==> config.mk <==
export PLATFORM = sky130hd
export DESIGN_NAME = fetch_unit
export DESIGN_NICKNAME = d
export VERILOG_FILES = /design/src/rtl/fetch_unit_pkg.sv /design/src/rtl/fetch_unit_len_decode.sv /design/src/rtl/fetch_unit.sv
export SDC_FILE = /design/constraint.sdc
export NUM_CORES = 1
export LEC_CHECK = 0
export CAP_MARGIN = 5
export CORE_AREA = 10 10 104 106
export DETAILED_ROUTE_END_ITERATION = 16
export DIE_AREA = 0 0 114 116
export MAX_ROUTING_LAYER = met4
export PLACE_DENSITY = 0.88
export SYNTH_ARGS = -nofsm -noshare
export SYNTH_HDL_FRONTEND = slang
export SYNTH_SLANG_ARGS = --single-unit
==> constraint.sdc <==
create_clock -name clk -period 1.88 [get_ports clk]
set_input_delay 0.376 -clock clk [delete_from_list [all_inputs] [get_ports clk]]
set_output_delay 0.376 -clock clk [all_outputs]
set_load 0.02 [all_outputs]
==> src/rtl/fetch_unit_pkg.sv <==
// Shared core definitions for the 6502 fetch path:
// fetch states, instruction lengths, reset vector and special opcodes.
package fetch_unit_pkg;

    typedef enum logic [1:0] {
        S_OP  = 2'd0,
        S_B1  = 2'd1,
        S_B2  = 2'd2,
        S_OUT = 2'd3
    } fetch_state_t;

    localparam logic [1:0] LEN1 = 2'd1;
    localparam logic [1:0] LEN2 = 2'd2;
    localparam logic [1:0] LEN3 = 2'd3;

    localparam logic [15:0] RESET_PC_DEF = 16'h0200;

    localparam logic [7:0] BRK = 8'h00;
    localparam logic [7:0] JSR = 8'h20;
    localparam logic [7:0] RTI = 8'h40;
    localparam logic [7:0] RTS = 8'h60;

endpackage

==> src/rtl/fetch_unit_len_decode.sv <==
// 6502 instruction length from the opcode byte (aaabbbcc).
// Shared with the decoder and the disassembly monitor.
module inst_len_decode
    import fetch_unit_pkg::*;
(
    input  logic [7:0] opcode,
    output logic [1:0] len
);

    always_comb begin
        len = LEN2;
        unique case (1'b1)
            (opcode == BRK) || (opcode == RTI) || (opcode == RTS): len = LEN1;
            opcode[3:0] == 4'h8:       len = LEN1;
            opcode[3:0] == 4'hA:       len = LEN1;
            opcode == JSR:             len = LEN3;
            opcode[4:0] == 5'b10000:   len = LEN2;
            default: begin
                // cc is irrelevant once the special rows are excluded
                case (opcode[4:2])
                    3'b011, 3'b110, 3'b111: len = LEN3;
                    default:                len = LEN2;
                endcase
            end
        endcase
    end

endmodule

==> src/rtl/fetch_unit.sv <==
// Fetch and assembly stage: streams program bytes, assembles
// opcode plus operands and hands one instruction to the decoder.
module fetch_unit
    import fetch_unit_pkg::*;
#(
    parameter logic [15:0] RESET_PC = RESET_PC_DEF
) (
    input  logic        clk,
    input  logic        rst_n,
    output logic        mem_rd_en,
    output logic [15:0] mem_addr,
    input  logic [7:0]  mem_rdata,
    input  logic        redirect_valid,
    input  logic [15:0] redirect_pc,
    output logic        inst_valid,
    input  logic        inst_ready,
    output logic [7:0]  inst_opcode,
    output logic [7:0]  inst_op1,
    output logic [7:0]  inst_op2,
    output logic [1:0]  inst_len,
    output logic [15:0] inst_pc
);

    fetch_state_t state, state_nx;

    logic [15:0] fetch_pc;
    logic [15:0] rd_addr;
    logic        rd_pending;
    logic        skid_valid;
    logic [7:0]  skid_byte;
    logic [15:0] skid_addr;

    logic        arrive;
    logic        have_byte;
    logic        consume;
    logic        handshake;
    logic [7:0]  byte_in;
    logic [15:0] byte_addr;
    logic [1:0]  dec_len;

    assign mem_rd_en  = (state != S_OUT) && !skid_valid && !redirect_valid;
    assign mem_addr   = fetch_pc;
    assign inst_valid = (state == S_OUT);
    assign handshake  = inst_valid && inst_ready;

    // The skid byte is always older than anything in flight
    assign arrive    = rd_pending && !redirect_valid;
    assign have_byte = skid_valid || arrive;
    assign byte_in   = skid_valid ? skid_byte : mem_rdata;
    assign byte_addr = skid_valid ? skid_addr : rd_addr;
    assign consume   = have_byte && (state != S_OUT) && !redirect_valid;

    inst_len_decode u_len (
        .opcode (byte_in),
        .len    (dec_len)
    );

    always_ff @(posedge clk or negedge rst_n) begin
        if (!rst_n) begin
            state <= S_OP;
        end else begin
            state <= state_nx;
        end
    end

    always_comb begin
        state_nx = state;
        if (redirect_valid) begin
            state_nx = S_OP;
        end else begin
            unique case (state)
                S_OP:  if (have_byte) state_nx = (dec_len == LEN1) ? S_OUT : S_B1;
                S_B1:  if (have_byte) state_nx = (inst_len == LEN2) ? S_OUT : S_B2;
                S_B2:  if (have_byte) state_nx = S_OUT;
                S_OUT: if (handshake) state_nx = S_OP;
                default: state_nx = S_OP;
            endcase
        end
    end

    always_ff @(posedge clk or negedge rst_n) begin
        if (!rst_n) begin
            fetch_pc    <= RESET_PC;
            rd_addr     <= RESET_PC;
            rd_pending  <= 1'b0;
            skid_valid  <= 1'b0;
            skid_byte   <= 8'h00;
            skid_addr   <= RESET_PC;
            inst_opcode <= 8'h00;
            inst_op1    <= 8'h00;
            inst_op2    <= 8'h00;
            inst_len    <= LEN1;
            inst_pc     <= RESET_PC;
        end else begin
            rd_pending <= mem_rd_en;
            if (mem_rd_en) begin
                rd_addr  <= fetch_pc;
                fetch_pc <= fetch_pc + 16'd1;
            end
            if (redirect_valid) begin
                fetch_pc   <= redirect_pc;
                skid_valid <= 1'b0;
            end else if ((state == S_OUT) && arrive) begin
                skid_valid <= 1'b1;
                skid_byte  <= mem_rdata;
                skid_addr  <= rd_addr;
            end else if (consume && skid_valid) begin
                skid_valid <= 1'b0;
            end
            if (consume) begin
                unique case (state)
                    S_OP: begin
                        inst_opcode <= byte_in;
                        inst_op1    <= 8'h00;
                        inst_op2    <= 8'h00;
                        inst_len    <= dec_len;
                        inst_pc     <= byte_addr;
                    end
                    S_B1:    inst_op1 <= byte_in;
                    S_B2:    inst_op2 <= byte_in;
                    default: ;
                endcase
            end
        end
    end

endmodule

==> summary.md, run 1 <==
| Metric | Value |
|---|---|
| Status | completed |
| Seq. cell area | 0.00256 mm^2 |
| Clk_skew | 0.0140 ns |
| DRC | 0 |
| Die area | 0.0132 mm^2 |
| Leading cell type in the layout, fill and taps excluded | dfrtp_1 |
| Routed WL | 11.3 mm |
| Cell depth of the worst setup path | 1 |
| Commonest non-fill, non-tap cells in the layout | 96 x dfrtp_1, 71 x clkdlybuf4s50_1, 40 x mux2_2, 34 x nor2_1, 27 x a21oi_1 |
| Largest net degree at the start of global routing | 56 |
| FMAX | 0.545 GHz |
| Leading post-synthesis cells by cell area | dfrtp_1 54%, mux2_2 10%, mux2i_1 5.6% |
| Top FF cell, synth | dfrtp_1 |
| Drt via density | 5.61 |
| Dpl cells | 578 |
| Average wire per standard cell | 18.9 um |
| Clk_lat worst skew | 0.37 ns |
| Count of final hold-check violations | 0 |
| Clock Tree Buf Depth | 2 |
| # fillers | 583 |
| Pwr Total | 0.00895 W |
| TritonCTS Buffers | 9 |
| Total gr overflow | 0 |
| Final period util | 0.976 |
| CTS sink cnt | 102 |
| Area of the multi-input gates | 0.00184 mm^2 |
| PortBufs | 87 |
| MaxCap Viol Count | 0 |
| EDFF count, synth | 0 |
| Worst Tran Pin Value | 0.683 ns |
| CP Buf/Inv Count | 1 |
| Antenna violations before repair | 0 |
| Die Height | 116 um |
| H-tree Lvls | 3 |
| CP cell instances | clkdlybuf4s50_1 |
| Gate Count Post-Synth | 377 |
| Utilization after layout | 0.690 |
| CTS tree | built |
| Final Setup Violations | 0 |
| Class of the worst hold path | input port to asynchronous set/reset pin |
| Cell family with most CP delay | buffers and inverters |
| Starting DRC count in detailed routing | 211 |
| RSZ-0062 raised after global routing | true |
| # rows | 34 |
| Total GRT Usage | 0.171 |
| R2r worst-path depth | 6 |
| Synth warnings | 0 |
| CP endpoint kind | output pin |
| Unique cell type count in the Yosys netlist | 40 |
| Slew margin rel. | 0.542 |
| Net Count, Synth | 410 |
| Vias in the first global route | 3429 |
| Average size of a mapped cell | 11.9 um^2 |
| Number of diodes | 0 |
| Largest fanout on the critical path | 5 |
| Die width | 114 um |
| Routability cong. | 0.892 |
| Drt pass-1 iters | 5 |
| PwrDens | 1500 mW/mm^2 |
| Core area | 0.00868 mm^2 |
| Non-Filler Instances | 600 |
| Pleak | 2.52 nW |
| Mapped Area | 0.00449 mm^2 |
| Vias | 3363 |
| Root Driver | clkbuf_8 |
| Clock-pin slew on the worst setup and hold paths | 0.11 ns |
| Tmin final | 1.84 ns |
| Final HPWL DP | 7.83 mm |
| Initial cell density of the core | 0.517 |
| Max IR drop VDD | 0.682 mV |
| CP startpoint kind | flop |
| CP required | 1.50 ns |
| Largest area contributor in the netlist | dfrtp_1 |
| Antenna viol nets, final | 0 |
| Max incr delay on CP | 0.64 ns |
| Share of cells above drive strength 1 | 0.213 |
| Crit path arrival time | 1.46 ns |
| Ys async rst share | 1.00 |
| Final Max Slew Viols | 0 |
| Register area share after synthesis | 0.570 |
| Critical path class | flop to output pin |
| Area delta synth->final | 33.3% |
| IO Pins | 88 |
| Yosys top cell area share | 0.541 |
| Max stage delay cell, worst path | clkdlybuf4s50_1 |
| Final nets | 520 |
| Global-route wire length before repair | 17.7 mm |
| Yosys reg bits | 102 |
-- flip-flops by register name (all words and copies together) (netlist names) --
| signal | flops |
|---|---|
| skid_byte | 8 |
| rd_addr | 16 |
| skid_valid | 1 |
| inst_op1 | 8 |
| inst_pc | 16 |
| state | 2 |
| inst_len | 2 |
| skid_addr | 16 |
| inst_op2 | 8 |
| inst_opcode | 8 |
| mem_addr | 16 |
| rd_pending | 1 |
-- kinds of logic after synthesis --
group | after synthesis | synth area share
buffers and inverters | 25 | 0.0256
adder cells (fa/ha/maj) | 5 | 0.0139
flip-flops | 102 | 0.570
AO/OA/AOI/OAI | 73 | 0.103
multiplexers | 65 | 0.156
XOR/XNOR | 12 | 0.0234
AND/OR/NAND/NOR | 95 | 0.108
-- final timing paths --
| kind | start | to | slack [ns] |
|---|---|---|---|
| setup / recovery | mem_addr[8]$_DFFE_PN0P_ | mem_addr[8] | 0.04 |
| hold / removal | rst_n | inst_op2[7]$_DFFE_PN0P_ | 0.45 |
| setup reg to reg | state[0]$_DFFE_PN0P_ | mem_addr[15]$_DFFE_PN0P_ | 0.05 |
| hold reg to reg | inst_op2[7]$_DFFE_PN0P_ | inst_op2[7]$_DFFE_PN0P_ | 0.49 |
| max in group asynchronous | rst_n | inst_len[0]$_DFFE_PN1P_ | 0.75 |
| min in group clk | inst_op2[7]$_DFFE_PN0P_ | inst_op2[7]$_DFFE_PN0P_ | 0.49 |
-- power by group --
group / total [W] / switching [W] / internal [W] / leakage [nW]
Clock: 0.00177 / 0.000753 / 0.00102 / 0.123
Sequential: 0.00360 / 0.000580 / 0.00302 / 1.24
Combinational: 0.00358 / 0.00181 / 0.00177 / 1.16
Total: 0.00895 / 0.00315 / 0.00581 / 2.52
-- per-layer routing --
layer,wire (um),vias up,global-route usage
li1,-,1577,-
met2,5530,118,0.265
met3,545,16,0.0331
met5,0,-,-
met4,218,0,0.0685
met1,5020,1652,0.216
-- synth_stat cells (all sizes together) (6+ instances only) --
library cell and n:
dfrtp 97, o21ai 19, buf 13, mux2 40
mux2i 25, a21oi 27, xor2 7, nand2 22
nor3 7, nand4 6, inv 7, o2bb2ai 16
nor2 34, nand3 9
-- what timing repair did --
item,4_1_cts,5_1_grt
endpoints found under the setup margin,37,41
gates cloned,0,1
hold buffers,1,0
gates resized for setup,16,13
pin swaps,1,4
setup buffers,1,3
endpoints found under the hold margin,24,0
-- metrics by stage --
stage	hold WS, ns	cell area (um^2)	worst slack [ns]	setup TNS [ns]
finish	0.452	5980	0.0446	0
floorplan	0.0804	4490	0.0198	0
detailed placement	0.308	5630	-0.277	-16.13
global route	0.476	5980	-0.0206	-0.0416
global placement	0.298	5630	-0.286	-15.38
CTS	0.461	5900	0.00136	0
-- area by class of cell --
type,count,area share
timing repair buffer,117,0.193
inverter,7,0.00439
tap,108,0.0226
clock inverter,6,0.0226
clock buffer,10,0.0213
multi-input combinational,250,0.308
sequential,102,0.428
Power figures use the tool's default switching activity.
==> run 2: changes to the inputs <==
CELL_PAD_IN_SITES_DETAIL_PLACEMENT = 1   (was unset)
CELL_PAD_IN_SITES_GLOBAL_PLACEMENT = 1   (was unset)
CORE_AREA = 10 10 116 118   (was 10 10 104 106)
DIE_AREA = 0 0 126 128   (was 0 0 114 116)
PLACE_DENSITY = unset   (was 0.88)
PLACE_DENSITY_LB_ADDON = 0.1   (was unset)
clock period = 2.1 ns   (was 1.88 ns; I/O delays follow)
==> summary.md, run 2 (synthesized netlist as in run 1, its figures left out) <==
| Metric | Value |
|---|---|
| DRC | 0 (unchanged) |
| Class of the worst hold path | input port to asynchronous set/reset pin |
| Drt via density | 5.21 (-7.1%) |
| Crit path arrival time | 1.58 ns (+0.12 ns) |
| Pleak | 2.41 nW (-4.6%) |
| Met2 Usage GRT | 0.223 (-0.0417) |
| Final HPWL DP | 8.49 mm (+8.4%) |
| Final Cell Area | 0.00589 mm^2 (-1.5%) |
| Final Setup Violations | 0 (unchanged) |
| Setup TNS | 0 ns (unchanged) |
| CP cell instances | clkdlybuf4s50_1 |
| Initial cell density of the core | 0.400 (-0.117) |
| Global-route wire length before repair | 19.0 mm (+7.2%) |
| Vias in the first global route | 3486 (+1.7%) |
| Hold Buf Count CTS | 0 (-1) |
| # rows | 39 (+15%) |
| MaxCap Viol Count | 0 (unchanged) |
| CP endpoint kind | output pin |
| Root Driver | clkbuf_16 |
| Area delta synth->final | 31.3% |
| Die width | 126 um (+11%) |
| Drt pass-1 iters | 4 (-1) |
| Cell family with most CP delay | buffers and inverters |
| Number of diodes | 0 (unchanged) |
| M3 GR Usage | 0.0289 (-0.00413) |
| CP required | 1.68 ns (+0.18 ns) |
| Routability cong. | 0.790 (-11%) |
| CP startpoint kind | flop |
| Clk_skew | 0.00886 ns (-0.00514 ns) |
| Leading cell type in the layout, fill and taps excluded | dfrtp_1 |
| PortBufs | 87 (unchanged) |
| Antenna viol nets, final | 0 (unchanged) |
| Share of cells above drive strength 1 | 0.175 (-0.0384) |
| PwrDens | 1330 mW/mm^2 (-11%) |
| Slew margin rel. | 0.499 (-0.0427) |
| Die area | 0.0161 mm^2 (+22%) |
| CTS sink cnt | 102 (unchanged) |
| CTS tree | built |
| Vias | 3243 (-3.6%) |
| Status | completed |
| CP Buf/Inv Count | 1 (unchanged) |
| Antenna violations before repair | 0 (unchanged) |
| Total GRT Usage | 0.149 (-0.0219) |
| Largest fanout on the critical path | 7 (+2) |
| Worst Tran Pin Value | 0.746 ns (+0.0636 ns) |
| RSZ-0062 raised after global routing | false |
| Number of setup buffers added after CTS | 0 (-1) |
| Clock-pin slew on the worst setup and hold paths | 0.07 ns (-0.04 ns) |
| Final period util | 0.954 |
| Commonest non-fill, non-tap cells in the layout | 96 x dfrtp_1, 84 x clkdlybuf4s50_1, 40 x mux2_2, 34 x nor2_1, 27 x a21oi_1 |
| Starting DRC count in detailed routing | 167 (-21%) |
| End of the worst register-to-register path | inst_op1[1]$_DFFE_PN0P_ |
| Clock Tree Buf Depth | 2 (unchanged) |
| TritonCTS Buffers | 9 (unchanged) |
| H-tree Lvls | 3 (unchanged) |
| Average wire per standard cell | 18.4 um (-2.2%) |
| Met1 Use GR | 0.196 (-0.0198) |
| Final nets | 508 (-2.3%) |
| Largest net degree at the start of global routing | 45 (-20%) |
| Critical path class | flop to output pin |
| Count of final hold-check violations | 0 (unchanged) |
| Core area | 0.0112 mm^2 (+29%) |
| Total gr overflow | 0 (unchanged) |
| Clk_lat worst skew | 0.34 ns (-0.03 ns) |
| Final Max Slew Viols | 0 (unchanged) |
| Max incr delay on CP | 0.64 ns (about the same) |
| Max IR drop VDD | 0.604 mV (-11%) |
| Tmin final | 2.00 ns |
| Utilization after layout | 0.525 (-0.164) |
| Reg2Reg Setup Slack | 0.13 ns (+0.08 ns) |
| FMAX | 0.499 GHz |
| GRT Max-Usage Layer | met2 |
| Max stage delay cell, worst path | clkdlybuf4s50_1 |
| IO Pins | 88 (unchanged) |
| Worst reg2reg startpoint | state[0]$_DFFE_PN0P_ |
| Die Height | 128 um (+10%) |
| Routed WL | 11.5 mm (+1.5%) |
| Placement Cell Area | 0.00563 mm^2 (unchanged) |
| Pwr Total | 0.00781 W (-13%) |
| R2r worst-path depth | 5 (-1) |
run 2: what timing repair did:
action,in CTS,in global routing
pin swaps,0,0
setup endpoints to repair,2,1
gates resized for setup,2,1
run 2: how the worst max path moves through the flow:
stage,from,to,slack (ns),cells past startpoint
after floorplan,state[0]$_DFFE_PN0P_,rd_addr[0]$_DFFE_PN0P_,0.17,5
after global placement,redirect_valid,mem_rd_en,-0.06,3
after detailed placement,mem_rdata[7],state[1]$_DFFE_PN0P_,-0.14,5
after CTS,state[0]$_DFFE_PN0P_,mem_rd_en,0.07,3
after global routing,state[0]$_DFFE_PN0P_,inst_op1[1]$_DFFE_PN0P_,0.002,5
final,mem_addr[9]$_DFFE_PN1P_,mem_addr[9],0.1,1
run 2: layout make-up:
class	instances	area [um^2]
inverters	7	26.3
clock buffers	12	236
flip-flops and latches	102	2560
well taps	143	179
repair buffers	105	1050
fillers	1228	5330
multi-input cells	250	1820
clock inverters	4	25.0
run 2: power breakdown:
| part | internal (W) | switching [W] | leakage, nW |
|---|---|---|---|
| Sequential | 0.00270 | 0.000536 | 1.24 |
| Combinational | 0.00152 | 0.00154 | 1.04 |
| Clock | 0.000801 | 0.000708 | 0.123 |
| Total | 0.00503 | 0.00279 | 2.41 |
run 2: routing by layer:
metal / up-vias / wire (um)
li1: 1562 / -
met1: 1611 / 5700
met2: 58 / 5210
met3: 12 / 409
met4: 0 / 159
met5: - / 0
run 2: through the flow:
step / hold WS, ns / setup slack [ns] / instances
2_1_floorplan: 0.124 / 0.168 / 377
3_3_place_gp: 0.390 / -0.0599 / 607
3_5_place_dp: 0.391 / -0.137 / 607
4_1_cts: 0.0223 / 0.0735 / 623
5_1_grt: 0.0539 / 0.00155 / 623
6_report: 0.00639 / 0.0958 / 623
==> run 3: changes to the inputs <==
CORE_AREA = 10 10 115 117   (was 10 10 116 118)
CTS_BUF_LIST = sky130_fd_sc_hd__clkbuf_8   (was unset)
DIE_AREA = 0 0 125 127   (was 0 0 126 128)
SKIP_CTS_REPAIR_TIMING = 1   (was unset)
==> summary.md, run 3 (synthesized netlist as in run 1, its figures left out) <==
| Metric | Value |
|---|---|
| PortBufs | 87 (unchanged) |
| # rows | 39 (unchanged) |
| Antenna violations before repair | 0 (unchanged) |
| Number of diodes | 0 (unchanged) |
| End of the worst register-to-register path | inst_op1[2]$_DFFE_PN0P_ |
| Dpl cells | 606 (-0.16%) |
| Comb power frac | 0.405 (+0.013) |
| Max incr delay on CP | 0.65 ns (about the same) |
| Min Hold Slack | 0.0118 ns (+0.00545 ns) |
| Largest net degree at the start of global routing | 42 (-6.7%) |
| Cell family with most CP delay | buffers and inverters |
| Worst Tran Pin Value | 0.745 ns (-0.00149 ns) |
| PwrDens | 1290 mW/mm^2 (-2.5%) |
| Total GRT Usage | 0.148 (-0.000715) |
| R2r worst-path depth | 5 (unchanged) |
| Largest fanout on the critical path | 7 (unchanged) |
| Met2 Usage GRT | 0.223 (about the same) |
| Root Driver | clkbuf_8 |
| Routability cong. | 0.798 (+1.0%) |
| Clk pwr share | 0.167 (-0.026) |
| Average wire per standard cell | 18.2 um (-1.2%) |
| Max IR drop VDD | 0.542 mV (-10%) |
| Tmin final | 2.04 ns (+0.0335 ns) |
| Final Max Slew Viols | 0 (unchanged) |
| FMAX | 0.491 GHz (-1.6%) |
| # fillers | 1204 (-2.0%) |
| Final nets | 507 (-0.20%) |
| Die width | 125 um (-0.79%) |
| CTS tree | built |
| Commonest non-fill, non-tap cells in the layout | 96 x dfrtp_1, 84 x clkdlybuf4s50_1, 40 x mux2_2, 34 x nor2_1, 27 x a21oi_1 |
| Core area | 0.0111 mm^2 (-0.87%) |
| Net Sw Frac | 0.360 (+0.00340) |
| Final Cell Area | 0.00583 mm^2 (-1.1%) |
| Sequential power share | 0.428 (+0.013) |
| Pre-CTS setup slack | -0.198 ns (-0.0606 ns) |
| CP endpoint kind | output pin |
| Die area | 0.0159 mm^2 (-1.6%) |
| CP Buf/Inv Count | 1 (unchanged) |
| CP startpoint kind | flop |
| Clock-pin slew on the worst setup and hold paths | 0.09 ns (+0.02 ns) |
| Die Height | 127 um (-0.78%) |
| Clk_skew | 0.0100 ns (+0.00115 ns) |
| Final Setup Violations | 0 (unchanged) |
| Placement Cell Area | 0.00563 mm^2 (-0.13%) |
| Count of final hold-check violations | 0 (unchanged) |
| Total gr overflow | 0 (unchanged) |
| Max stage delay cell, worst path | clkdlybuf4s50_1 |
| Crit path arrival time | 1.62 ns (+0.04 ns) |
| Status | completed |
| DRC | 0 (unchanged) |
| Routed WL | 11.3 mm (-1.3%) |
| Class of the worst hold path | input port to asynchronous set/reset pin |
| Share of cells above drive strength 1 | 0.177 (+0.00245) |
| Clk_lat worst skew | 0.37 ns (+0.03 ns) |
| RSZ-0062 raised after global routing | false |
| Initial cell density of the core | 0.404 (+0.00351) |
| Global-route wire length before repair | 18.8 mm (-0.84%) |
| Worst reg2reg startpoint | state[0]$_DFFE_PN0P_ |
| GRT Max-Usage Layer | met2 |
| CTS sink cnt | 102 (unchanged) |
| Pleak | 2.41 nW (+0.20%) |
| Non-Filler Instances | 622 (-0.16%) |
| Switching power | 0.00272 W (-2.6%) |
| Final period util | 0.970 (+0.0160) |
| Leading cell type in the layout, fill and taps excluded | dfrtp_1 |
| Final HPWL DP | 8.50 mm (+0.15%) |
| Area of the multi-input gates | 0.00182 mm^2 (unchanged) |
| Met1 Use GR | 0.196 (about the same) |
| Slew margin rel. | 0.500 (+0.00100) |
| CP cell instances | clkdlybuf4s50_1 |
| Critical path class | flop to output pin |
| M3 GR Usage | 0.0335 (+0.00455) |
| Drt pass-1 iters | 5 (+1) |
| Seq. cell area | 0.00256 mm^2 (unchanged) |
| Setup TNS | 0 ns (unchanged) |
| Antenna viol nets, final | 0 (unchanged) |
| MaxCap Viol Count | 0 (unchanged) |
| Clock Tree Buf Depth | 2 (unchanged) |
| TritonCTS Buffers | 9 (unchanged) |
| Drt via density | 5.21 (about the same) |
| Starting DRC count in detailed routing | 167 (unchanged) |
| Reg2Reg Setup Slack | 0.14 ns (about the same) |
| H-tree Lvls | 3 (unchanged) |
| Int Power | 0.00482 W (-4.0%) |
| Vias | 3240 (-0.093%) |
| Vias in the first global route | 3476 (-0.29%) |
| Area delta synth->final | 29.9% |
| IO Pins | 88 (unchanged) |
| CP required | 1.68 ns (about the same) |
| Final worst slack | 0.0623 ns (-0.0335 ns) |
[run 3: area by class of cell]
class,instances,area share
Timing Repair Buffer,104,0.180
Tap cell,143,0.0307
Clock inverter,5,0.00837
Multi-Input combinational cell,250,0.311
Inverter,7,0.00451
Clock buffer,11,0.0260
Sequential cell,102,0.439
[run 3: power groups by stage]
| stage | Combinational [W] | Sequential (W) | Clock, W |
|---|---|---|---|
| 2_1_floorplan | 0.00124 | 0.00365 | 0 |
| 3_3_place_gp | 0.00302 | 0.00323 | 0 |
| 3_5_place_dp | 0.00310 | 0.00327 | 0 |
| 4_1_cts | 0.00311 | 0.00324 | 0.00130 |
| 5_1_grt | 0.00333 | 0.00334 | 0.00137 |
| 6_report | 0.00305 | 0.00323 | 0.00126 |
[run 3: worst max path at each step]
stage | from | endpoint | slack [ns] | cells after the start
6_report | mem_addr[9]$_DFFE_PN1P_ | mem_addr[9] | 0.06 | 1
4_1_cts | state[0]$_DFFE_PN0P_ | mem_rd_en | -0.20 | 3
5_1_grt | mem_addr[9]$_DFFE_PN1P_ | mem_addr[9] | 0.01 | 1
3_5_place_dp | redirect_valid | inst_op2[3]$_DFFE_PN0P_ | -0.20 | 5
3_3_place_gp | mem_rdata[7] | state[1]$_DFFE_PN0P_ | -0.11 | 5
2_1_floorplan | state[0]$_DFFE_PN0P_ | rd_addr[0]$_DFFE_PN0P_ | 0.17 | 5
[run 3: through the flow]
step	utilization	total power, W
2_1_floorplan	-	0.00489
3_3_place_gp	0.506	0.00625
3_5_place_dp	0.506	0.00637
4_1_cts	0.524	0.00765
5_1_grt	0.524	0.00804
6_report	0.524	0.00754
[run 3: per-layer routing]
metal | vias up | routed length, um
met5 | - | 0
met4 | 0 | 154
met3 | 15 | 398
met2 | 58 | 5290
met1 | 1620 | 5490
li1 | 1547 | -
